--- src/rtl/fetch_pkg.sv ---
// Shared types and default widths for the instruction-fetch front end.
package fetch_pkg;

  localparam int unsigned ADDR_W_DEF  = 13;
  localparam int unsigned INSTR_W_DEF = 32;

  // One prefetch queue entry at the default widths: PC in the upper bits.
  typedef struct packed {
    logic [ADDR_W_DEF-1:0]  pc;
    logic [INSTR_W_DEF-1:0] instr;
  } fetch_entry_t;

  // Which source, if any, redirects the PC this cycle.
  typedef enum logic [1:0] {
    RS_NONE,
    RS_BRANCH,
    RS_JUMP,
    RS_JR
  } redirect_src_t;

endpackage

--- src/rtl/fetch_fifo.sv ---
// Synchronous first-word-fall-through FIFO with a synchronous flush.
// The head is visible the cycle after the push; it reads as zero when empty.
module fetch_fifo #(
  parameter int unsigned DEPTH = 2,
  parameter int unsigned WIDTH = 45,
  localparam int unsigned PTR_W = (DEPTH > 1) ? $clog2(DEPTH) : 1,
  localparam int unsigned CNT_W = $clog2(DEPTH + 1)
) (
  input  logic             clk,
  input  logic             reset,
  input  logic             flush,
  input  logic             push,
  input  logic             pop,
  input  logic [WIDTH-1:0] push_data,
  output logic [CNT_W-1:0] count,
  output logic [WIDTH-1:0] head
);

  logic [WIDTH-1:0] mem_q [DEPTH];
  logic [PTR_W-1:0] rd_ptr_q, rd_ptr_d;
  logic [PTR_W-1:0] wr_ptr_q, wr_ptr_d;
  logic [CNT_W-1:0] count_q, count_d;
  logic             do_push, do_pop;

  function automatic logic [PTR_W-1:0] ptr_inc(input logic [PTR_W-1:0] p);
    return (p == PTR_W'(DEPTH - 1)) ? '0 : p + 1'b1;
  endfunction

  assign do_push = push & (count_q != CNT_W'(DEPTH));
  assign do_pop  = pop & (count_q != '0);

  // Next-state for pointers and occupancy; flush discards everything.
  always_comb begin
    rd_ptr_d = rd_ptr_q;
    wr_ptr_d = wr_ptr_q;
    count_d  = count_q;
    if (flush) begin
      rd_ptr_d = '0;
      wr_ptr_d = '0;
      count_d  = '0;
    end else begin
      if (do_push) wr_ptr_d = ptr_inc(wr_ptr_q);
      if (do_pop)  rd_ptr_d = ptr_inc(rd_ptr_q);
      count_d = count_q + CNT_W'(do_push) - CNT_W'(do_pop);
    end
  end

  // Pointer and occupancy registers.
  always_ff @(posedge clk) begin
    if (reset) begin
      rd_ptr_q <= '0;
      wr_ptr_q <= '0;
      count_q  <= '0;
    end else begin
      rd_ptr_q <= rd_ptr_d;
      wr_ptr_q <= wr_ptr_d;
      count_q  <= count_d;
    end
  end

  // Storage needs no reset: entries are only read while counted valid.
  always_ff @(posedge clk) begin
    if (do_push && !flush && !reset) mem_q[wr_ptr_q] <= push_data;
  end

  assign count = count_q;
  assign head  = (count_q != '0) ? mem_q[rd_ptr_q] : '0;

endmodule

--- src/rtl/fetch_unit.sv ---
// Instruction-fetch front end: PC sequencer issuing reads to a 1-cycle
// synchronous instruction memory, prefetching into a FWFT queue, with
// prioritised redirects (jr > jump > taken branch) that kill and reload.
module fetch_unit
  import fetch_pkg::*;
#(
  parameter int unsigned       ADDR_W   = ADDR_W_DEF,
  parameter int unsigned       INSTR_W  = INSTR_W_DEF,
  parameter int unsigned       DEPTH    = 2,
  parameter logic [ADDR_W-1:0] RESET_PC = '0
) (
  input  logic               clk,
  input  logic               reset,
  output logic               imem_req,
  output logic [ADDR_W-1:0]  imem_addr,
  input  logic [INSTR_W-1:0] imem_rdata,
  output logic               inst_valid,
  input  logic               inst_ready,
  output logic [INSTR_W-1:0] inst_data,
  output logic [ADDR_W-1:0]  inst_pc,
  input  logic               br_valid,
  input  logic               br_is_bne,
  input  logic               br_zero,
  input  logic [ADDR_W-1:0]  br_pc,
  input  logic [ADDR_W-1:0]  br_offset,
  input  logic               jump_valid,
  input  logic [ADDR_W-1:0]  jump_target,
  input  logic               jr_valid,
  input  logic [ADDR_W-1:0]  jr_target
);

  localparam int unsigned CNT_W   = $clog2(DEPTH + 1);
  localparam int unsigned ENTRY_W = ADDR_W + INSTR_W;

  logic [ADDR_W-1:0]  pc_q, pc_d;
  logic [ADDR_W-1:0]  tag_q, tag_d;
  logic               inflight_q, inflight_d;
  logic [CNT_W-1:0]   count;
  logic [ENTRY_W-1:0] head;
  logic [CNT_W:0]     occupancy;
  logic               pop, taken, redirect, push;
  redirect_src_t      src;
  logic [ADDR_W-1:0]  target;

  assign pop      = inst_valid & inst_ready;
  assign taken    = br_valid & (br_zero ^ br_is_bne);
  assign redirect = (src != RS_NONE);

  // Redirect source selection by priority.
  always_comb begin
    src = RS_NONE;
    if (jr_valid)        src = RS_JR;
    else if (jump_valid) src = RS_JUMP;
    else if (taken)      src = RS_BRANCH;
  end

  // Redirect target mux; the branch sum wraps modulo 2^ADDR_W.
  always_comb begin
    target = pc_q;
    unique case (src)
      RS_JR:     target = jr_target;
      RS_JUMP:   target = jump_target;
      RS_BRANCH: target = br_pc + ADDR_W'(1) + br_offset;
      default:   target = pc_q;
    endcase
  end

  // Entries the queue will hold once the outstanding read lands and this
  // cycle's pop retires; a request is only made if that leaves room.
  assign occupancy = {1'b0, count} + (CNT_W + 1)'(inflight_q) - (CNT_W + 1)'(pop);
  assign imem_req  = !reset && !redirect && (occupancy < (CNT_W + 1)'(DEPTH));
  assign imem_addr = pc_q;

  // A response arriving in a redirect cycle belongs to the killed stream.
  assign push = inflight_q & !redirect;

  // Next-state for the pc and the outstanding-read tag.
  always_comb begin
    pc_d       = pc_q;
    tag_d      = tag_q;
    inflight_d = imem_req;
    if (redirect) begin
      pc_d = target;
    end else if (imem_req) begin
      pc_d  = pc_q + ADDR_W'(1);
      tag_d = pc_q;
    end
  end

  // PC and inflight/tag registers.
  always_ff @(posedge clk) begin
    if (reset) begin
      pc_q       <= RESET_PC;
      tag_q      <= '0;
      inflight_q <= 1'b0;
    end else begin
      pc_q       <= pc_d;
      tag_q      <= tag_d;
      inflight_q <= inflight_d;
    end
  end

  fetch_fifo #(
    .DEPTH (DEPTH),
    .WIDTH (ENTRY_W)
  ) u_fifo (
    .clk       (clk),
    .reset     (reset),
    .flush     (redirect),
    .push      (push),
    .pop       (pop),
    .push_data ({tag_q, imem_rdata}),
    .count     (count),
    .head      (head)
  );

  assign inst_valid = (count != '0);
  assign inst_pc    = head[ENTRY_W-1:INSTR_W];
  assign inst_data  = head[INSTR_W-1:0];

endmodule

--- config.mk ---
export PLATFORM = sky130hd
export DESIGN_NAME = fetch_unit
export DESIGN_NICKNAME = d
export VERILOG_FILES = /design/src/rtl/fetch_pkg.sv /design/src/rtl/fetch_fifo.sv /design/src/rtl/fetch_unit.sv
export SDC_FILE = /design/constraint.sdc
export NUM_CORES = 1
export LEC_CHECK = 0
export ABC_AREA = 1
export CAP_MARGIN = 10
export CORE_AREA = 2 2 132 134
export DETAILED_ROUTE_END_ITERATION = 16
export DIE_AREA = 0 0 134 136
export GPL_ROUTABILITY_DRIVEN = 1
export MAX_ROUTING_LAYER = met4
export PLACE_DENSITY = 0.6
export SLEW_MARGIN = 20
export SYNTH_ARGS = -nofsm -noshare
export SYNTH_HDL_FRONTEND = slang
export SYNTH_SLANG_ARGS = --single-unit
--- constraint.sdc ---
create_clock -name clk -period 13.04 [get_ports clk]
set_clock_uncertainty 0.2 [all_clocks]
set_input_delay 2.608 -clock clk [delete_from_list [all_inputs] [get_ports clk]]
set_output_delay 2.608 -clock clk [all_outputs]
set_load 0.005 [all_outputs]
==> results of run 1 <==
-- layout make-up --
| class | count | area, sq um | share of cell area [%] |
|---|---|---|---|
| Clock buffer | 17 | 425 | 5.22 |
| Clock inverter | 15 | 149 | 1.83 |
| Inverter | 65 | 249 | 3.05 |
| Multi-Input combinational cell | 430 | 2150 | 26.4 |
| Sequential cell | 122 | 3340 | 41.0 |
| Tap cell | 225 | 282 | 3.45 |
| Timing Repair Buffer | 155 | 1550 | 19.1 |
-- per-stage QoR --
stage | setup slack [ns] | instances | hold WS (ns) | total power, mW
after floorplan | 6.01 | 638 | 0.226 | 0.483
after global placement | 4.93 | 996 | 0.242 | 0.537
after detailed placement | 4.88 | 996 | 0.242 | 0.538
after CTS | 4.89 | 1028 | 0.255 | 0.990
after global routing | 4.73 | 1029 | 0.266 | 1.02
final | 4.91 | 1029 | 0.252 | 0.983
-- Yosys cell counts, types with 2 or more instances --
| cell | count |
|---|---|
| nand2_1 | 195 |
| edfxtp_1 | 90 |
| a21oi_1 | 75 |
| inv_1 | 60 |
| nand3_1 | 39 |
| nor2_1 | 34 |
| dfxtp_1 | 32 |
| ha_1 | 16 |
| clkbuf_1 | 15 |
| o21ai_0 | 15 |
| o21ai_1 | 10 |
| nor3_1 | 7 |
| nand4_1 | 6 |
| xor2_1 | 6 |
| inv_2 | 4 |
| xnor2_1 | 4 |
| a31oi_1 | 3 |
| nor2_2 | 3 |
| buf_1 | 2 |
| buf_2 | 2 |
| fa_1 | 2 |
| nand2_4 | 2 |
| o211ai_1 | 2 |
| or2_2 | 2 |
-- where the power goes --
group | leakage (nW) | switching, mW | total, mW | internal (mW)
clock network | 0.277 | 0.172 | 0.452 | 0.281
registers | 1.11 | 0.00670 | 0.429 | 0.423
logic | 1.76 | 0.0498 | 0.101 | 0.0512
total | 3.14 | 0.228 | 0.983 | 0.754
-- path summary, 6_finish.rpt --
kind                                      start                  end  slack (ns)  cells after the start
worst max-delay path                 inst_ready             imem_req        4.91                     10
worst min-delay path                   tag_q[9]  u_fifo.mem_q[1][41]        0.25                      0
worst max register to register  u_fifo.count[1]         imem_addr[5]        9.71                     12
worst min register to register         tag_q[9]  u_fifo.mem_q[1][41]        0.25                      0
-- metal layers --
layer | up-vias | global-route usage (%)
met1 | 2223 | 21.4
met2 | 185 | 27.8
met5 | - | -
met4 | 0 | 5.50
met3 | 18 | 4.47
li1 | 2454 | -
-- sequential cells by signal, summed over array words and instances, names as in the netlist, named ones only --
signal,cells
u_fifo.rd_ptr_q,1
tag_q,13
inflight_q,1
u_fifo.wr_ptr_q,1
u_fifo.count,2
imem_addr,13
u_fifo.mem_q,90
-- worst reg2reg max path: cells and delay by family (launching register included) --
kind	cells	cell delay [ns]
simple gates	7	1.48
flops	1	0.36
fa+ha+maj	2	0.68
compound gates	1	0.15
buf+inv	2	0.40
-- logic make-up after synthesis --
kind of cell               share of synthesized area, %
AOI/OAI and AO/OA                                  9.61
xor gates and xnor gates                           1.51
adders and majority gates                          4.13
buffers and inverters                              5.87
DFF                                                57.5
and+or+nand+nor                                    21.4
==> results by group, run 1 <==
Outcome
  – Status: finished clean

STA
  – Hold Vio Cnt, Final: 0
  – Slew @ Worst Pin: approximately 0.94 ns
  – Max-Slew Margin vs Limit: approximately 37%
  – Post-route minimum period: between 8 and 9 ns
  – Fin Setup TNS: 0 ns
  – Max-slew violations: 0
  – RSZ-0062 raised after global routing: no
  – Period utilization: between 60 and 70%
  – FMAX: ~0.12 GHz
  – Final setup vio count: 0

Drt
  – DR pass1 iterations: 5
  – Met1 Wirelength: around 7000 um
  – Top Metal Used: met4
  – DRT antenna net count: 0
  – Total wire length: between 15000 and 20000 um
  – Initial DRC count: approximately 290
  – Met2 wire len: about 7000 um
  – Routed length per instance: around 15 um
  – Vias: just under 5000
  – Met3 wire length: 891 um
  – Remaining DRCs: 0
  – Vias per cell: approximately 4.7

Clock tree
  – CTS buffer count: 17
  – CTS Root Cell: clkbuf_16
  – Setup Fix Bufs, Post-CTS: 0
  – CTS max path bufs: 2
  – Cts hold-fix bufs: 0
  – Post-cts resize count: 0
  – Htree depth: 4
  – Reg clk slew, reported paths: about 0.060 ns
  – Worst-Skew Late Latency: 0.41 ns
  – CTS Sinks: ~120
  – CTS tree: built

Worst setup path
  – Buf/Inv on CP: 4
  – Critical path endpoint category: output pin
  – Cell family with most CP delay: buffers and inverters
  – Crit start category: input port
  – Worst Path Required: 10.23 ns
  – CP Class: in -> out
  – Slowest cell on crit path: clkdlybuf4s50_1
  – CP max FO: 17
  – Largest stage delay, worst path: approximately 0.58 ns
  – CP Data Arrival Time: roughly 5.3 ns
  – CP Cell Sequence: clkdlybuf4s50_1 > inv_1 > nor2_1 > ha_1 > inv_1 > nand2_1 > fa_1 > nand3_1 > nor2_8 > clkdlybuf4s50_1

Finish
  – Final Util: 48.3%
  – P&R area growth vs syn: 40.2%
  – Most common cell after layout, fill and taps aside: nand2_1
  – Share of layout cells above drive strength 1: under 10%
  – Layout Nets: approximately 900
  – Fill cell count: between 1500 and 2000
  – Most frequent cells in the layout: nand2_1 (195), clkdlybuf4s50_1 (151), edfxtp_1 (90)
  – Ant diodes: 0
  – Final Cell Area: about 8200 sq um

Global route
  – Largest net degree at the start of global routing: 48
  – Initial antenna violation count: 0
  – Vias in the first global route: roughly 4800
  – GRT overflow: 0
  – First-pass GRT wire length: ~24000 um
  – Total GRT Usage: between 15 and 20%

Power and ir drop
  – Leakage: 3.14 nW
  – Maximum VDD drop: 87.9 uV
  – Pwr Density: between 100 and 150 nW/um^2

Floorplanning
  – Row count: 48
  – Die area: roughly 18000 sq um
  – Starting Density: between 30% and 40%
  – DIE WIDTH: 134 um
  – Core area: roughly 17000 sq um
  – IO Pins: 152
  – Die H: roughly 140 um

Logic synthesis
  – Post-synth EDFFs: 90
  – Synth cell types: 36
  – Sequential fraction of the synthesis area: between 50% and 60%
  – Syn Std Cell Area: a little under 6000 sq um
  – Fraction of registers with async set/reset: 0%
  – Yosys warnings: 0
  – Post-synth top area cell: edfxtp_1
  – Post-Synthesis Cells: between 600 and 700
  – Synth top area share: a little under half
  – Main flop type after synthesis: edfxtp_1
  – Top post-synthesis cells by area: edfxtp_1 (46%), nand2_1 (13%), dfxtp_1 (11%)
  – Mapped Nets: 748
  – Avg Cell Area, Syn: approximately 9.1 sq um
  – Synth Register Bits: roughly 120

Placement
  – I/O Buffers: around 150
  – DP HPWL: roughly 11000 um
  – Placed instance area: about 7600 sq um
  – Final GP Congestion: around 0.86

Min path
  – Worst hold path type: reg -> reg

Flow run
  – Max Cap Viol: 0
Note: power is estimated with default switching activity, not from simulation.
==> run 2: changes to the inputs <==
--- a/config.mk
+++ b/config.mk
@@ -12,7 +12,7 @@
 export DIE_AREA = 0 0 134 136
 export GPL_ROUTABILITY_DRIVEN = 1
 export MAX_ROUTING_LAYER = met4
-export PLACE_DENSITY = 0.6
+export PLACE_DENSITY = 0.63
 export SLEW_MARGIN = 20
 export SYNTH_ARGS = -nofsm -noshare
 export SYNTH_HDL_FRONTEND = slang
==> constraint.sdc (replaced) <==
create_clock -name clk -period 7.4 [get_ports clk]
set_clock_uncertainty 0.2 [all_clocks]
set_input_delay 1.48 -clock clk [delete_from_list [all_inputs] [get_ports clk]]
set_output_delay 1.48 -clock clk [all_outputs]
set_load 0.005 [all_outputs]
==> run 2 against run 1 <==
Compared with the run above:
- utilization about the same
- global-route usage is 0.50 points lower
- wire length shrank 4.3%
- worst hold slack better by 0.0032 ns
- sequential power is 76% higher
- setup slack lost 3.4 ns
- non-clock buffer count is 1 higher
- sequential share of layout area is essentially flat
- cell area about the same
- combinational power increased by 74%
- power grew 75%
- largest power group unchanged
- highest routed layer unchanged
==> results by group, run 2 (synthesis gave the netlist of run 1 again) <==
Finish
  – Fill cell count: 1577
  – Largest register FFs: 90
  – Share of layout cells above drive strength 1: 6.58%
  – Most common cell after layout, fill and taps aside: nand2_1
  – P&R area growth vs syn: 40.1%
  – Layout Nets: around 900
  – Final Cell Area: about 8200 sq um
  – Most frequent cells in the layout: nand2_1 (195), clkdlybuf4s50_1 (151), edfxtp_1 (90)
  – Largest Register: u_fifo.mem_q
  – Ant diodes: 0
  – Post-route insts no fill: ~1000

Floorplanning
  – Die area: between 15000 and 20000 sq um
  – Die H: 136 um
  – Starting Density: between 30% and 40%
  – Core area: about 17000 sq um
  – IO Pins: around 150
  – DIE WIDTH: ~130 um
  – Row count: 48

Worst setup path
  – CP Data Arrival Time: about 4.2 ns
  – Slowest cell on crit path: clkdlybuf4s50_1
  – Largest stage delay, worst path: 0.59 ns
  – Crit start category: input port
  – CP Cell Sequence: clkdlybuf4s50_1 > inv_1 > nor2_1 > ha_1 > inv_1 > nand2_1 > fa_1 > nand3_1 > nor2_8 > clkdlybuf4s50_1
  – CP Class: in -> out
  – CP max FO: 17
  – Levels on crit path: 10
  – Buf/Inv on CP: 4
  – Critical path endpoint category: output pin
  – Cell family with most CP delay: buffers and inverters
  – Worst Path Required: roughly 5.7 ns
  – R2r worst-path depth: 13

Global route
  – Met1 Resource Use GR: between 20% and 30%
  – GR met2 Demand/Resource: between 20% and 30%
  – GRT busiest layer: met2
  – Largest net degree at the start of global routing: 48
  – Vias in the first global route: roughly 4700
  – Initial antenna violation count: 0
  – M3 GR Usage: around 4.4%
  – First-pass GRT wire length: approximately 23000 um
  – Total GRT Usage: 16.8%
  – GRT overflow: 0

STA
  – Post-route minimum period: around 5.9 ns
  – Max-Slew Margin vs Limit: 47.1%
  – Final setup vio count: 0
  – RSZ-0062 raised after global routing: no
  – Period utilization: 79.5%
  – Slew @ Worst Pin: around 0.8 ns
  – Hold Vio Cnt, Final: 0
  – Fin Setup TNS: 0 ns
  – FMAX: roughly 0.17 GHz
  – Max-slew violations: 0

Clock tree
  – Post-cts resize count: 0
  – Reg clk slew, reported paths: 0.05 ns
  – Htree depth: 4
  – Setup Fix Bufs, Post-CTS: 0
  – CTS tree: built
  – Cts hold-fix bufs: 0
  – CTS Root Cell: clkbuf_16
  – Worst-Skew Late Latency: 0.41 ns
  – CTS Sinks: 122
  – CTS buffer count: 17
  – CTS max path bufs: 2

Drt
  – Initial DRC count: about 250
  – DR pass1 iterations: 4
  – Vias: 4770
  – Remaining DRCs: 0
  – Total wire length: 14400 um
  – Routed length per instance: roughly 14 um
  – Vias per cell: 4.63
  – DRT antenna net count: 0

Placement
  – Placed insts: roughly 1000
  – I/O Buffers: around 150
  – Final GP Congestion: roughly 0.87
  – Placed instance area: about 7600 sq um
  – DP HPWL: between 9000 and 10000 um

Min path
  – Worst hold path type: reg -> reg
  – Hold depth: 0

Power and ir drop
  – Pwr Density: ~210 nW/um^2
  – Maximum VDD drop: roughly 170 uV
  – Total power: between 1.5 and 2 mW
  – Leakage: roughly 3.1 nW

Outcome
  – Status: finished clean

Flow run
  – Max Cap Viol: 0
-- run 2: cell count changes in the layout (fill, tap and decap cells not counted), sizes merged --
cell / before / now
buf: 4 / 5
clkinv: 8 / 6
clkinvlp: 2 / 4
clkbuf: 17 / 20
inv: 68 / 65
-- run 2: worst paths after layout --
| path | from | end | slack (ns) |
|---|---|---|---|
| setup / recovery | inst_ready | imem_req | 1.52 |
| hold / removal | tag_q[9] | u_fifo.mem_q[1][41] | 0.25 |
| setup reg to reg | u_fifo.count[1] | imem_addr[5] | 3.84 |
| hold reg to reg | tag_q[9] | u_fifo.mem_q[1][41] | 0.25 |
-- run 2: metrics by stage --
| stage | util, % | hold WS, ns | setup WS, ns |
|---|---|---|---|
| finish | 48.3 | 0.255 | 1.52 |
| global route | 48.3 | 0.277 | 1.36 |
| CTS | 48.3 | 0.260 | 1.47 |
| detailed placement | 44.9 | 0.247 | 1.49 |
| global placement | 44.9 | 0.239 | 1.51 |
| floorplan | - | 0.226 | 1.52 |
-- run 2: cell type report --
cell class | instances | area [sq um] | area share, %
Tap cell | 225 | 282 | 3.45
Multi-Input combinational cell | 430 | 2150 | 26.4
Sequential cell | 122 | 3340 | 41.0
Clock inverter | 12 | 128 | 1.57
Clock buffer | 20 | 447 | 5.48
Inverter | 65 | 249 | 3.05
Timing Repair Buffer | 156 | 1550 | 19.0
-- run 2: metal layers --
metal / part of all wire (%) / vias to the layer above
met5: 0 / -
met4: 1.3 / 0
met3: 7.3 / 13
met2: 47 / 172
met1: 45 / 2127
li1: - / 2458
-- run 2: report_power, final --
| part | internal (mW) | switching (mW) |
|---|---|---|
| Clock | 0.502 | 0.286 |
| Sequential | 0.745 | 0.0110 |
| Combinational | 0.0902 | 0.0854 |
-- run 2: worst register-to-register path, stage by stage, from the launching register on --
cell	delay [ns]
dfxtp_1	0.36
nor2_4	0.11
buf_4	0.46
nor2_1	0.17
ha_1	0.30
inv_1	0.07
nand2_1	0.06
fa_1	0.38
or2_2	0.30
nand3_1	0.22
nor2_8	0.13
inv_2	0.33
o21ai_0	0.13
nor3b_1	0.25
